## config.mk

```make
export PLATFORM = sky130hd
export DESIGN_NAME = l2_request_arbiter
export DESIGN_NICKNAME = d
export VERILOG_FILES = /design/src/rtl/xentry_pkg.sv /design/src/rtl/arb_priority_select.sv /design/src/rtl/l2_request_arbiter.sv
export SDC_FILE = /design/constraint.sdc
export NUM_CORES = 1
export LEC_CHECK = 0
export ABC_AREA = 1
export ABC_CLOCK_PERIOD_IN_PS = 2800
export BUFFER_PORTS_ARGS = -buffer_cell sky130_fd_sc_hd__buf_2
export CAP_MARGIN = 20
export CORE_AREA = 2 2 105 107
export DETAILED_ROUTE_END_ITERATION = 8
export DIE_AREA = 0 0 107 109
export PLACE_DENSITY = 0.72
export SYNTH_ARGS = -nofsm -noshare
export SYNTH_HDL_FRONTEND = slang
export SYNTH_SLANG_ARGS = --single-unit
```

## constraint.sdc

```tcl
create_clock -name clk -period 2.8 [get_ports clk]
set_input_delay 0.28 -clock clk [delete_from_list [all_inputs] [get_ports clk]]
set_output_delay 0.28 -clock clk [all_outputs]
set_load 0.1 [all_outputs]
```

## src/rtl/xentry_pkg.sv

```systemverilog
// Shared types for the L2 request arbiter: memory operation codes and arbiter FSM states.
package xentry_pkg;

  typedef enum logic {
    MEM_READ  = 1'b0,
    MEM_WRITE = 1'b1
  } memory_operation_e;

  typedef enum logic [1:0] {
    IDLE    = 2'd0,
    SERVE_I = 2'd1,
    SERVE_D = 2'd2
  } arb_state_e;

  localparam logic GRANT_ICACHE = 1'b0;
  localparam logic GRANT_DCACHE = 1'b1;

endpackage

```

## src/rtl/arb_priority_select.sv

```systemverilog
// Picks which cache port wins the shared L2 request slot.
// XENTRY_ARB_ROUND_ROBIN_EN selects round-robin ties; default is fixed dcache priority.
module arb_priority_select
  import xentry_pkg::*;
(
  input  logic icache_valid,
  input  logic dcache_valid,
  input  logic last_grant,
  output logic grant_valid,
  output logic grant_id
);

`ifdef XENTRY_ARB_ROUND_ROBIN_EN
  always_comb begin
    grant_valid = icache_valid | dcache_valid;
    grant_id    = dcache_valid ? GRANT_DCACHE : GRANT_ICACHE;
    // On a tie, hand the slot to whoever did not get it last time.
    if (icache_valid && dcache_valid) begin
      grant_id = ~last_grant;
    end
  end
`else
  logic unused_last_grant;
  assign unused_last_grant = last_grant;

  always_comb begin
    grant_valid = icache_valid | dcache_valid;
    grant_id    = dcache_valid ? GRANT_DCACHE : GRANT_ICACHE;
  end
`endif

endmodule

```

## src/rtl/l2_request_arbiter.sv

```systemverilog
// Two-port (icache/dcache) to single L2 request arbiter with one outstanding transaction.
// Tie policy is set in arb_priority_select via XENTRY_ARB_ROUND_ROBIN_EN.
module l2_request_arbiter
  import xentry_pkg::*;
#(
  parameter int XLEN = 32
) (
  input  logic              clk,
  input  logic              reset,

  input  logic [XLEN-1:0]   icache_req_address,
  input  memory_operation_e icache_req_type,
  input  logic              icache_req_valid,
  output logic [XLEN-1:0]   icache_fetched_word,
  output logic              icache_req_fulfilled,

  input  logic [XLEN-1:0]   dcache_req_address,
  input  memory_operation_e dcache_req_type,
  input  logic              dcache_req_valid,
  input  logic [XLEN-1:0]   dcache_word_to_store,
  output logic [XLEN-1:0]   dcache_fetched_word,
  output logic              dcache_req_fulfilled,

  output logic [XLEN-1:0]   l2_req_address,
  output memory_operation_e l2_req_type,
  output logic              l2_req_valid,
  output logic [XLEN-1:0]   l2_word_to_store,
  input  logic [XLEN-1:0]   l2_fetched_word,
  input  logic              l2_req_fulfilled
);

  arb_state_e        state_q;
  logic              last_grant_q;
  logic [XLEN-1:0]   addr_q, addr_d;
  memory_operation_e type_q, type_d;
  logic [XLEN-1:0]   store_q, store_d;

  logic grant_valid;
  logic grant_id;

  arb_priority_select u_select (
    .icache_valid (icache_req_valid),
    .dcache_valid (dcache_req_valid),
    .last_grant   (last_grant_q),
    .grant_valid  (grant_valid),
    .grant_id     (grant_id)
  );

  // Fields of the port that would be granted this cycle; icache never stores.
  always_comb begin
    addr_d  = icache_req_address;
    type_d  = icache_req_type;
    store_d = '0;
    if (grant_id == GRANT_DCACHE) begin
      addr_d  = dcache_req_address;
      type_d  = dcache_req_type;
      store_d = dcache_word_to_store;
    end
  end

  always_ff @(posedge clk or negedge reset) begin
    if (!reset) begin
      state_q      <= IDLE;
      last_grant_q <= GRANT_DCACHE;
      addr_q       <= '0;
      type_q       <= MEM_READ;
      store_q      <= '0;
    end else begin
      case (state_q)
        IDLE: begin
          if (grant_valid) begin
            last_grant_q <= grant_id;
            addr_q       <= addr_d;
            type_q       <= type_d;
            store_q      <= store_d;
            state_q      <= (grant_id == GRANT_DCACHE) ? SERVE_D : SERVE_I;
          end
        end
        SERVE_I, SERVE_D: begin
          if (l2_req_fulfilled) begin
            state_q <= IDLE;
          end
        end
        default: state_q <= IDLE;
      endcase
    end
  end

  assign l2_req_valid     = (state_q == SERVE_I) || (state_q == SERVE_D);
  assign l2_req_address   = addr_q;
  assign l2_req_type      = type_q;
  assign l2_word_to_store = store_q;

  // Completion is routed straight through so the requester sees it in the same cycle.
  assign icache_req_fulfilled = (state_q == SERVE_I) && l2_req_fulfilled;
  assign dcache_req_fulfilled = (state_q == SERVE_D) && l2_req_fulfilled;
  assign icache_fetched_word  = (state_q == SERVE_I) ? l2_fetched_word : '0;
  assign dcache_fetched_word  = (state_q == SERVE_D) ? l2_fetched_word : '0;

endmodule

```

==> results.py <==
metrics = {
    "setup_path": {
        "critPathMaxFanout": 33,
        "crit_arrival_ns": 1.84,
        "cp-end-kind": "output port",
        "reg2reg_from": "state_q[1]",
        "cp_num_cells": 6,
        "rrSetupSlack_ns": 1.29,
        "reg2reg_to": "l2_req_address[10]",
        "start_kind": "flop",
        "crit_type": "flop to output port",
        "critPathRequiredTime_ns": 2.52,
        "path_common_cell": "inv_1",
        "timing.critical_path.max_delay_family": "buffers and inverters",
        "critPathMaxStageDelay_ns": 0.42,
        "slowest_stage": "buf_2",
        "crit_buf_inv": 4,
        "crit_chain": "inv_1, ha_1, buf_4, nand2_1, inv_1, buf_2",
        "reg2regPathDepth": 6,
    },
    "sta": {
        "finalCritPeriodShare": 0.757,
        "slew_violations": 0,
        "slew_headroom": 0.467,
        "setup_tns_ns": 0,
        "tightestPinTransition_ns": 0.799,
        "hold_viol_final": 0,
        "max_freq_mhz": 472,
        "fin_crit_ns": 2.12,
        "worst_slack_ns": 0.679,
        "rsz0062_at_grt": "no",
        "clock_skew_ns": 0.0166,
        "setup_viol": 0,
    },
    "die": {
        "fp.dieW_um": 107,
        "num_rows": 38,
        "io_pins": 267,
        "die-height_um": 109,
        "initial_core_util": 0.337,
        "core-area_sq_um": 10600,
        "die_area_sq_um": 11700,
    },
    "placement": {
        "port_buffers": 266,
        "place_ws_ns": 1.01,
        "place_congestion": 0.754,
        "dpl_cell_area_sq_um": 4970,
        "dp_hpwl_mm": 8.21,
        "placed_cells": 927,
    },
    "clock_tree": {
        "cts_resized": 0,
        "clock_path_buffers": 2,
        "clk_pin_slew_ns": 0.08,
        "cts_tree": "yes",
        "ctsHtreeMaxLevel": 3,
        "numCtsBuffers": 9,
        "hold_buffers": 0,
        "clock_tree.root_cell": "clkbuf_8",
        "clk_latency_ns": 0.34,
        "cts_sinks": 67,
        "cts_setup_buffers": 0,
    },
    "yosys": {
        "synth-seq-cells": 67,
        "synth_cell_types": 11,
        "yosys.area_share.simple": 0.391,
        "synthCells": 542,
        "synth_xor_area_frac": 0,
        "yosysSeqAreaShare": 0.470,
        "synth_fa_ha_area_frac": 0.0105,
        "synth_area_leaders": "dfrtp_1 47%, nand2_1 39%, inv_1 7.4%",
        "synth_top_area_cell": "dfrtp_1",
        "synth_top_family_by_area": "simple AND/OR/NAND/NOR gates",
        "syn-num-nets": 680,
        "syn-cell-area_sq_um": 3570,
        "syn_area_per_cell_sq_um": 6.59,
        "synth_compound_area_frac": 0.00456,
        "synth_top_cell_area_share": 0.470,
        "yosys_warnings": 0,
        "synthMuxAreaShare": 0,
    },
    "global_routing": {
        "antenna_found_initial": 1,
        "grt_max_degree": 39,
        "grt_pass1_wl_mm": 16.1,
        "grt_pass1_vias": 3393,
        "overflow": 0,
        "grt.total_usage": 0.174,
    },
    "final_layout": {
        "insertedDiodeCount": 0,
        "layout_commonest_cell": "nand2_1",
        "fillCellCount": 1154,
        "finalNonFillerCells": 943,
        "nets": 936,
        "drive_gt1_frac": 0.361,
        "multi_input_area_sq_um": 1450,
        "final_cell_mix": "369 x nand2_1, 266 x buf_2, 70 x inv_1",
        "synthToLayoutAreaGrowth_pct": 44.5,
        "seqCellArea_sq_um": 1680,
        "stdcell_area_sq_um": 5160,
    },
    "drt": {
        "finalWirelength_mm": 10.4,
        "drc": 0,
        "ant_nets": 0,
        "viasPerCell": 4.12,
        "vias": 3881,
        "drt_pass1_iterations": 4,
        "wire_per_inst_um": 11.1,
        "drt_iter0_markers": 256,
    },
    "run_status": {
        "status": "finished, final reports clean",
    },
    "worst_hold_path": {
        "min_path_type": "input pin to asynchronous set/reset pin",
    },
    "job": {
        "maxCapViolCount": 0,
    },
}
-- per-stage QoR --
stage               hold WS, ns   util
detailed placement        0.415  0.468
CTS                      0.0373  0.487
finish                   0.0264  0.487
global placement          0.405  0.468
global route             0.0632  0.487
floorplan               -0.0156      -
-- how the worst max path moves through the flow --
stage          startpoint                      end  slack [ns]
2_1_floorplan  state_q[0]  dcache_fetched_word[10]        0.81
3_3_place_gp   state_q[1]  icache_fetched_word[20]        1.05
3_5_place_dp   state_q[1]  icache_fetched_word[20]        1.01
4_1_cts        state_q[1]  icache_fetched_word[20]        0.64
5_1_grt        state_q[1]  icache_fetched_word[20]        0.53
6_report       state_q[1]  icache_fetched_word[20]        0.68
-- kinds of logic (layout without fill, tap and decap cells) --
| logic type | after synthesis | count (layout) |
|---|---|---|
| adder cells (fa/ha/maj) | 3 | 3 |
| buffers and inverters | 100 | 361 |
| AND/OR/NAND/NOR | 371 | 371 |
| AO/OA/AOI/OAI | 1 | 1 |
| flip-flops | 67 | 67 |
-- flip-flops by register name, summed over array words and instances, names as in the netlist --
signal and count:
l2_req_address 32, l2_req_type 1, l2_word_to_store 32, state_q 2
-- worst register-to-register path: stages (launching register included) --
cell,delay (ns)
dfrtp_1,0.40
inv_1,0.09
ha_1,0.26
o21ai_4,0.10
inv_2,0.40
nand2_1,0.11
nand2_1,0.09
-- cells in the mapped netlist --
library cell and number:
nand2_1 369, inv_1 70, dfrtp_1 67, buf_2 13, clkbuf_1 8, buf_6 7, ha_1 3, inv_2 2
nand4_1 1, nor2_1 1, o21ai_4 1
-- cell type report --
| class | instances | share of cell area |
|---|---|---|
| Clock buffer | 11 | 0.0255 |
| Timing Repair Buffer | 273 | 0.271 |
| Inverter | 72 | 0.0524 |
| Clock inverter | 5 | 0.0119 |
| Multi-Input combinational cell | 375 | 0.281 |
| Tap cell | 140 | 0.0339 |
| Sequential cell | 67 | 0.325 |
-- per-layer routing --
metal | GRT usage | wire length [um] | vias up
li1 | - | - | 2050
met1 | 0.201 | 4170 | 1657
met2 | 0.321 | 5340 | 160
met3 | 0.0395 | 763 | 14
met4 | 0.0529 | 155 | 0
met5 | 0 | 0 | -
Power is left out: the tool's default activity adds up to more than one toggle a clock period on the data nets, which glitch-free logic cannot reach.
